File: src/rtl/btb_update_queue.sv
// BTB update queue: buffers taken-branch resolutions from MEM and
// writes them into the BTB through a two-cycle probe/write sequence.
module btb_update_queue #(
    parameter int DEPTH = 4
) (
    input  logic                     clk,
    input  logic                     rst_n,
    input  logic                     upd_valid,
    output logic                     upd_ready,
    input  logic [15:0]              upd_pc,
    input  logic [15:0]              upd_target,
    input  logic                     upd_taken,
    output logic                     wb_enable,
    output logic [15:0]              old_pc_addr,
    output logic [15:0]              wb_addr,
    output logic                     way0_write,
    output logic                     way1_write,
    output logic                     way2_write,
    output logic                     way3_write,
    output logic                     lru_load,
    input  logic                     wb_hit,
    input  logic                     wb_comp0_out,
    input  logic                     wb_comp1_out,
    input  logic                     wb_comp2_out,
    input  logic                     wb_comp3_out,
    input  logic [2:0]               lru_out,
    output logic [$clog2(DEPTH):0]   q_count
);

    localparam int PW = $clog2(DEPTH);
    localparam int CW = PW + 1;

    localparam logic [1:0] S_IDLE  = 2'd0;
    localparam logic [1:0] S_PROBE = 2'd1;
    localparam logic [1:0] S_WRITE = 2'd2;

    logic [1:0]    state_q, state_d;
    logic [PW-1:0] head_q, head_d;
    logic [PW-1:0] tail_q, tail_d;
    logic [CW-1:0] count_q, count_d;
    logic [1:0]    way_q, way_d;
    logic [15:0]   pc_mem_q  [DEPTH];
    logic [15:0]   tgt_mem_q [DEPTH];

    logic push;
    logic pop;
    logic busy;
    logic [1:0] way_sel;

    assign upd_ready = (count_q != CW'(DEPTH));
    // Not-taken updates complete the handshake but never enter the queue.
    assign push      = upd_valid & upd_ready & upd_taken;
    assign pop       = (state_q == S_WRITE);
    assign busy      = (state_q != S_IDLE);
    assign q_count   = count_q;

    // Outputs decode straight from state so reset kills strobes at once.
    assign wb_enable   = busy;
    assign old_pc_addr = busy ? pc_mem_q[head_q]  : 16'h0;
    assign wb_addr     = busy ? tgt_mem_q[head_q] : 16'h0;
    assign lru_load    = pop;
    assign way0_write  = pop && (way_q == 2'd0);
    assign way1_write  = pop && (way_q == 2'd1);
    assign way2_write  = pop && (way_q == 2'd2);
    assign way3_write  = pop && (way_q == 2'd3);

    // Hit: lowest matching way wins; miss: pseudo-LRU victim.
    always_comb begin
        way_sel = 2'd0;
        if (wb_hit) begin
            if (wb_comp0_out)      way_sel = 2'd0;
            else if (wb_comp1_out) way_sel = 2'd1;
            else if (wb_comp2_out) way_sel = 2'd2;
            else if (wb_comp3_out) way_sel = 2'd3;
            else                   way_sel = 2'd0;
        end else if (!lru_out[0]) begin
            way_sel = lru_out[1] ? 2'd1 : 2'd0;
        end else begin
            way_sel = lru_out[2] ? 2'd3 : 2'd2;
        end
    end

    // Pointer and occupancy bookkeeping for the circular buffer.
    always_comb begin
        head_d  = head_q;
        tail_d  = tail_q;
        count_d = count_q;
        if (pop)  head_d = head_q + PW'(1);
        if (push) tail_d = tail_q + PW'(1);
        case ({push, pop})
            2'b10:   count_d = count_q + CW'(1);
            2'b01:   count_d = count_q - CW'(1);
            default: count_d = count_q;
        endcase
    end

    // Next state for the probe/write sequencer.
    always_comb begin
        state_d = state_q;
        way_d   = way_q;
        case (state_q)
            S_IDLE: begin
                if (count_q != '0 || push) state_d = S_PROBE;
            end
            S_PROBE: begin
                way_d   = way_sel;
                state_d = S_WRITE;
            end
            S_WRITE: begin
                if (count_q > CW'(1) || push) state_d = S_PROBE;
                else                          state_d = S_IDLE;
            end
            default: state_d = S_IDLE;
        endcase
    end

    // Control state registers.
    always_ff @(posedge clk or negedge rst_n) begin
        if (!rst_n) begin
            state_q <= S_IDLE;
            head_q  <= '0;
            tail_q  <= '0;
            count_q <= '0;
            way_q   <= 2'd0;
        end else begin
            state_q <= state_d;
            head_q  <= head_d;
            tail_q  <= tail_d;
            count_q <= count_d;
            way_q   <= way_d;
        end
    end

    // Entry storage; only the tail slot is ever written.
    always_ff @(posedge clk or negedge rst_n) begin
        if (!rst_n) begin
            for (int i = 0; i < DEPTH; i++) begin
                pc_mem_q[i]  <= 16'h0;
                tgt_mem_q[i] <= 16'h0;
            end
        end else if (push) begin
            pc_mem_q[tail_q]  <= upd_pc;
            tgt_mem_q[tail_q] <= upd_target;
        end
    end

endmodule
File: config.mk
export PLATFORM = sky130hd
export DESIGN_NAME = btb_update_queue
export DESIGN_NICKNAME = d
export VERILOG_FILES = /design/src/rtl/btb_update_queue.sv
export SDC_FILE = /design/constraint.sdc
export NUM_CORES = 1
export LEC_CHECK = 0
export CAP_MARGIN = 20
export CORE_MARGIN = 2
export CORE_UTILIZATION = 50
export CTS_CLUSTER_DIAMETER = 30
export DETAILED_ROUTE_END_ITERATION = 8
export PLACE_DENSITY = 0.78
export SYNTH_ARGS = -nofsm -noshare
export SYNTH_HDL_FRONTEND = slang
export SYNTH_SLANG_ARGS = --single-unit
File: constraint.sdc
create_clock -name clk -period 5 [get_ports clk]
set_input_delay 0.5 -clock clk [delete_from_list [all_inputs] [get_ports clk]]
set_output_delay 0.5 -clock clk [all_outputs]
set_load 0.05 [all_outputs]
; Yosys cells after proc, flatten, opt, wreduce, memory -nomap -nowiden
; Index checks and enable logic that the tools add are counted.
[word_totals]
ff_bits = 139
input_bits = 44
output_inout_bits = 42
elab_cells = 70
[classes]
n_addsub = 4
magnitude_cmp = 4
n_eq_ne = 9
mux = 24
n_bitwise = 4
reduce_logical = 12
[ops]
columns = op, count
row1 = 64-bit bitwise mux, 2
row2 = 16-bit two-way mux, 7
row3 = 16-bit binary-select mux with 2-bit select, 2
row4 = 16-bit demux with 2-bit select, 1
row5 = 2-bit two-way mux, 7
row6 = 2-bit == test (second input constant), 4
row7 = 2-bit by 1-bit == test with 1-bit output (second input constant), 3
row8 = 3-bit greater-or-equal comparator (second input constant), 2
row9 = 2-bit inverter with 3-bit output, 2
row10 = 2-bit one-hot mux with 3 select lines, 1
row11 = 3-bit one-hot mux with 2 select lines, 1
row12 = 1-bit logical AND, 5
row13 = 2-bit by 1-bit adder with 2-bit output (second input constant), 2
row14 = 2-bit logical NOT, 2
row15 = 2-bit nonzero test, 2
row16 = 3-bit by 1-bit adder with 3-bit output (second input constant), 1
row17 = 3-bit by 1-bit greater-than comparator with 1-bit output (second input constant), 1
row18 = 3-bit by 1-bit less-than comparator with 1-bit output (second input constant), 1
row19 = 1-bit two-way mux, 3
row20 = 3-bit != test (second input constant), 1
row21 = 3-bit nonzero test, 1
row22 = 3-bit by 1-bit subtractor with 3-bit output (second input constant), 1
row23 = 1-bit AND, 2
row24 = 1-bit logical OR, 2
row25 = 2-bit != test (second input constant), 1

; Depth between registers and ports, before layout
[depth]
word_depth = 6
ltp_mapped = 8
depth_no_buf = 8

; Least setup slack after synthesis
; OpenSTA, ideal clock, no wires.
[synth_path]
path_kind = register to output
start = register state_q[1]
end = output port way0_write
arrival_time_ps = 2342
required_ps = 4500
slack_ps = 2158
path_stages_with_launch = 4
n_path_buf = 1
path_cell_list = dfrtp_1 -> nor2b_1 -> clkbuf_1 -> nor3b_1
[synth_between]
elab_chain_len = 2
[synth_lines]
columns = element, line_no
row1 = from (decl), 37  ; logic [1:0] state_q, state_d;
row2 = from (signal assigned), 126  ; state_q <= state_d;
row3 = 2-bit == test, 53  ; assign pop = (state_q == S_WRITE);
row4 = net lru_load, 20  ; output logic lru_load,
row5 = 1-bit logical AND, 62  ; assign way0_write = pop && (way_q == 2'd0);
row6 = to (decl), 16  ; output logic way0_write,
; The timed path passes the listed nets, and every way through them passes these cells.

; Worst setup path in the final report
[layout_path]
start = register head_q[0]
end = output port old_pc_addr[13]
[layout_between]
elab_chain_len = 5
[layout_lines]
columns = element, line_no
row1 = from (decl), 38  ; logic [PW-1:0] head_q, head_d;
row2 = from (signal assigned), 121  ; head_q <= '0;
row3 = from (signal assigned), 127  ; head_q <= head_d;
row4 = 2-bit inverter with 3-bit output (implied by the code), 59  ; assign old_pc_addr = busy ? pc_mem_q[head_q] : 16'h0;
row5 = 16-bit binary-select mux with 2-bit select, 59
row6 = 16-bit two-way mux (implied by the code) (2 in a row), 59
row7 = 16-bit two-way mux, 59
row8 = to (decl), 14  ; output logic [15:0] old_pc_addr,
; Every way passes these cells. The select of a mux whose other input is x is not followed.

==> flow_results.org <==
** Yosys
- Mapped Cells :: 412
- After synthesis the netlist holds a flip-flop and latch count of 139.
- Portion of synthesized cell area occupied by the leading cell type :: 54.68%
- In this run, distinct cell masters in the synthesized netlist total 26.
- Ranked by total cell area, the synthesized netlist is headed by dfrtp_1 (55%), mux2_2 (23%), mux4_2 (11%), nor2b_1 (3.5%), ha_1 (1.8%).
- Post-synthesis instance area :: 0.006361 mm2
- Number of synthesized flops with an enable pin :: 0
- Synthesized Nets :: 465
- Ranked by instance count, the synthesized netlist is headed by dfrtp_1 (139), mux2_2 (129), nor2b_1 (36).
- In the post-synthesis netlist, the cell with the most instances is dfrtp_1.
- Of all flip-flops after synthesis, the portion carrying an async set or reset was 100.0%.
- Most instantiated flip-flop cell in the synthesis netlist :: dfrtp_1
- Mean instance size in the synthesized netlist :: 15.44 um2
- Cell accounting for the most synthesized area :: dfrtp_1
- Total number of yosys warnings :: 0
- Proportion of synthesized chip area in sequential cells :: 54.68%

** Setup path
- Endpoint of the most critical register-to-register path :: pc_mem_q[29]
- Reg-to-reg setup timing slack :: 2.43 ns
- Of all nets on the critical path, the largest fanout is 24.
- The worst setup path is captured at an output pin.
- RR Startpoint :: q_count[0]
- Critical-path cell with the highest stage delay :: dfrtp_2
- Data on the critical path is required at its endpoint by 4.50 ns.
- Gate family responsible for the most delay along the worst path :: buffers and inverters
- STA classifies the critical path startpoint as a flop.
- Cell chain of the critical path :: buf_4, mux4_2, nor2b_1, clkdlybuf4s50_1
- The number of buffers and inverters on the critical path is 2.
- On the worst path, the slowest cell contributes a delay of 0.89 ns.
- WS Path Type :: flop to output pin
- The worst register-to-register path has a depth of 6.
- Signal arrival time at the worst endpoint :: 3.11 ns

** Clock tree
- TritonCTS built the clock tree.
- Clock transition time at the flip-flop clock pins of the worst setup and hold paths :: 0.05 ns
- Clock latency on the worst-skew pair, taken at its later pin, is 0.41 ns.
- The number of hold buffers added after CTS was 0.
- Clk sinks :: 139
- Number of instances resized during post-cts repair :: 0
- The tree is rooted in a clkbuf_16.
- Number of buffers inserted during clock tree synthesis :: 17
- Max Root-Sink Buffers :: 2
- H-tree depth reported by CTS :: 4
- Number of buffers inserted to repair setup after CTS :: 0

** STA
- Unrepaired setup endpoints after global routing :: false
- Setup total negative slack on the finished layout was measured at 0 ns.
- Worst-margin pin slew :: 0.9246 ns
- Setup clock skew after layout :: 0.003687 ns
- After layout, the minimum clock period comes to 3.609 ns.
- Max_slew headroom :: 38.21%
- Final number of hold-violating endpoints :: 0
- For this run, the top clock speed supported by timing is 277.1 MHz.
- Final setup vio count :: 0
- Worst hold slack :: 0.1256 ns
- The max-slew violation total from the final report was 0.
- Final period utilization :: 72.18%

** Power
- Sequential power share :: 33.8%
- In this run the power density over the cells is 791.1 mW/mm2.
- Net switching is 38.24% of the power.
- Internal power :: 3.849 mW
- Maximum resistive drop on vdd :: 386.9 uV
- The analysis attributes to net switching a power of 2.383 mW.
- Combinational logic burns 48.6% of the power.
- Static Leakage :: 3.333 nW
- The clock network is responsible for 17.6% of the overall power.
- Total power for the finished layout comes to 6.232 mW.

** Route
- For this run, the detailed router's first-pass iteration total came to 4.
- Post-DR vias/cell :: 5.416
- After detailed routing, the number of remaining DRC violations is 0.
- For this block, the via count after detailed routing is 3,683.
- After detailed routing, the average wire length per cell comes to 18.60 um.
- Number of nets with antenna violations after routing :: 0
- Starting DRT DRC Count :: 202
- Total wire length after detailed routing :: 12.65 mm

** Global route
- Global-route wire length before repair :: 21.09 mm
- Global routing used 20.78% of the available tracks.
- Via count of the first global-routing pass :: 4,165
- Number of antenna violations at the first check in global routing :: 0
- Largest net degree at the start of global routing :: 87
- Overflow after GRT :: 0

** Floorplan
- The initial utilization of the core area, before any placement, comes to 50.82%.
- The die covers 0.01364 mm2.
- Core area :: 0.01252 mm2
- Number of I/O pins :: 86
- The floorplan step set the die height to 116.8 um.
- The die is 116.8 um wide.
- Number of rows created at floorplan :: 41

** Placement
- # port buffers :: 85
- Routability-driven placement finished with a final weighted congestion of 0.6755.
- Detailed placer's ending HPWL :: 7.856 mm
- The placed instances occupy a cell area of 0.007363 mm2.

** Layout
- Antenna cells :: 0
- Number of nets in the final layout :: 551
- The finished cells cover 0.007878 mm2.
- Area delta synth->final :: 23.84%
- Fraction of layout instances using a drive strength above 1 :: 38.58%

** Worst hold path
- The tightest min-delay check is of the input port to async pin type.

** Flow run
- Max-cap violation count :: 0

** Status
- Outcome :: complete, no violations
-- area by class of cell --
class,instances,area [um2]
Fill cell,955,4639
Sequential cell,139,3481
Multi-Input combinational cell,242,2744
Timing Repair Buffer,91,897.1
Clock buffer,26,499.2
Tap cell,172,215.2
Inverter,7,26.28
Clock inverter,3,15.01
-- power groups by stage --
stage / Sequential, mW / Combinational [mW] / Clock (mW)
3_5_place_dp: 2.13 / 3.05 / 0
5_1_grt: 2.19 / 3.22 / 1.18
6_report: 2.11 / 3.03 / 1.10
2_1_floorplan: 1.94 / 2.35 / 0
3_3_place_gp: 2.08 / 2.99 / 0
4_1_cts: 2.11 / 3.07 / 1.12
-- through the flow --
stage                     cells  setup slack, ns  util, %
after floorplan             412            2.158        -
after global placement      651            1.754    58.83
after detailed placement    651            1.729    58.83
after CTS                   680            1.282    62.93
after global routing        680            1.161    62.93
final                       680            1.391    62.93
-- registers in the layout (all words and copies together) (netlist names) --
register   cells
tail_q         2
q_count        3
tgt_mem_q     64
head_q         2
way_q          2
state_q        2
pc_mem_q      64
-- routing by layer --
layer | wire, um | global-route usage (%) | part of all wire [%]
met5 | 0 | 0 | 0
met4 | 115 | 6.902 | 0.91
met3 | 370 | 5.355 | 2.9
met2 | 6610 | 35.61 | 52
met1 | 5550 | 25.93 | 44
-- how the worst max path moves through the flow --
stage / start / to / slack (ns) / depth (start not counted)
CTS: head_q[0] / old_pc_addr[13] / 1.28 / 4
global placement: head_q[0] / old_pc_addr[5] / 1.75 / 4
floorplan: state_q[1] / way0_write / 2.16 / 3
global route: head_q[0] / old_pc_addr[13] / 1.16 / 4
detailed placement: head_q[0] / old_pc_addr[13] / 1.73 / 4
finish: head_q[0] / old_pc_addr[13] / 1.39 / 4
-- placed cells by master (no fill, tap or decap) --
cell	synthesis	final
a211oi_1	1	1
a21oi_1	1	1
a31oi_1	2	2
and3_1	1	1
and3b_1	1	1
buf_4	3	6
buf_6	0	1
clkbuf_1	6	5
clkbuf_16	0	17
clkbuf_8	0	4
clkdlybuf4s50_1	0	84
clkinv_2	0	3
dfrtp_1	139	137
dfrtp_2	0	2
ha_1	9	9
inv_1	7	7
mux2_2	129	129
mux2i_1	2	2
mux4_2	32	32
nand2_1	4	4
nand2b_1	1	1
nand3_1	1	1
nand4_1	4	4
nor2_1	6	5
nor2_4	0	1
nor2b_1	36	36
nor3b_1	1	1
o211ai_1	2	2
o21ai_0	2	2
or2_2	1	1
xnor2_1	4	4
xor2_1	2	2
-- cells by family (layout without fill, tap and decap cells) --
family / after synthesis / in the layout / share of synthesized area, %
AO/OA/AOI/OAI: 8 / 8 / 0.7867
XOR/XNOR: 6 / 6 / 0.8261
adder cells (fa/ha/maj): 9 / 9 / 1.770
buffers and inverters: 31 / 127 / 2.301
flip-flops: 139 / 139 / 54.68
multiplexers: 163 / 163 / 34.48
AND/OR/NAND/NOR: 56 / 56 / 5.154
Power figures use the tool's default switching activity.
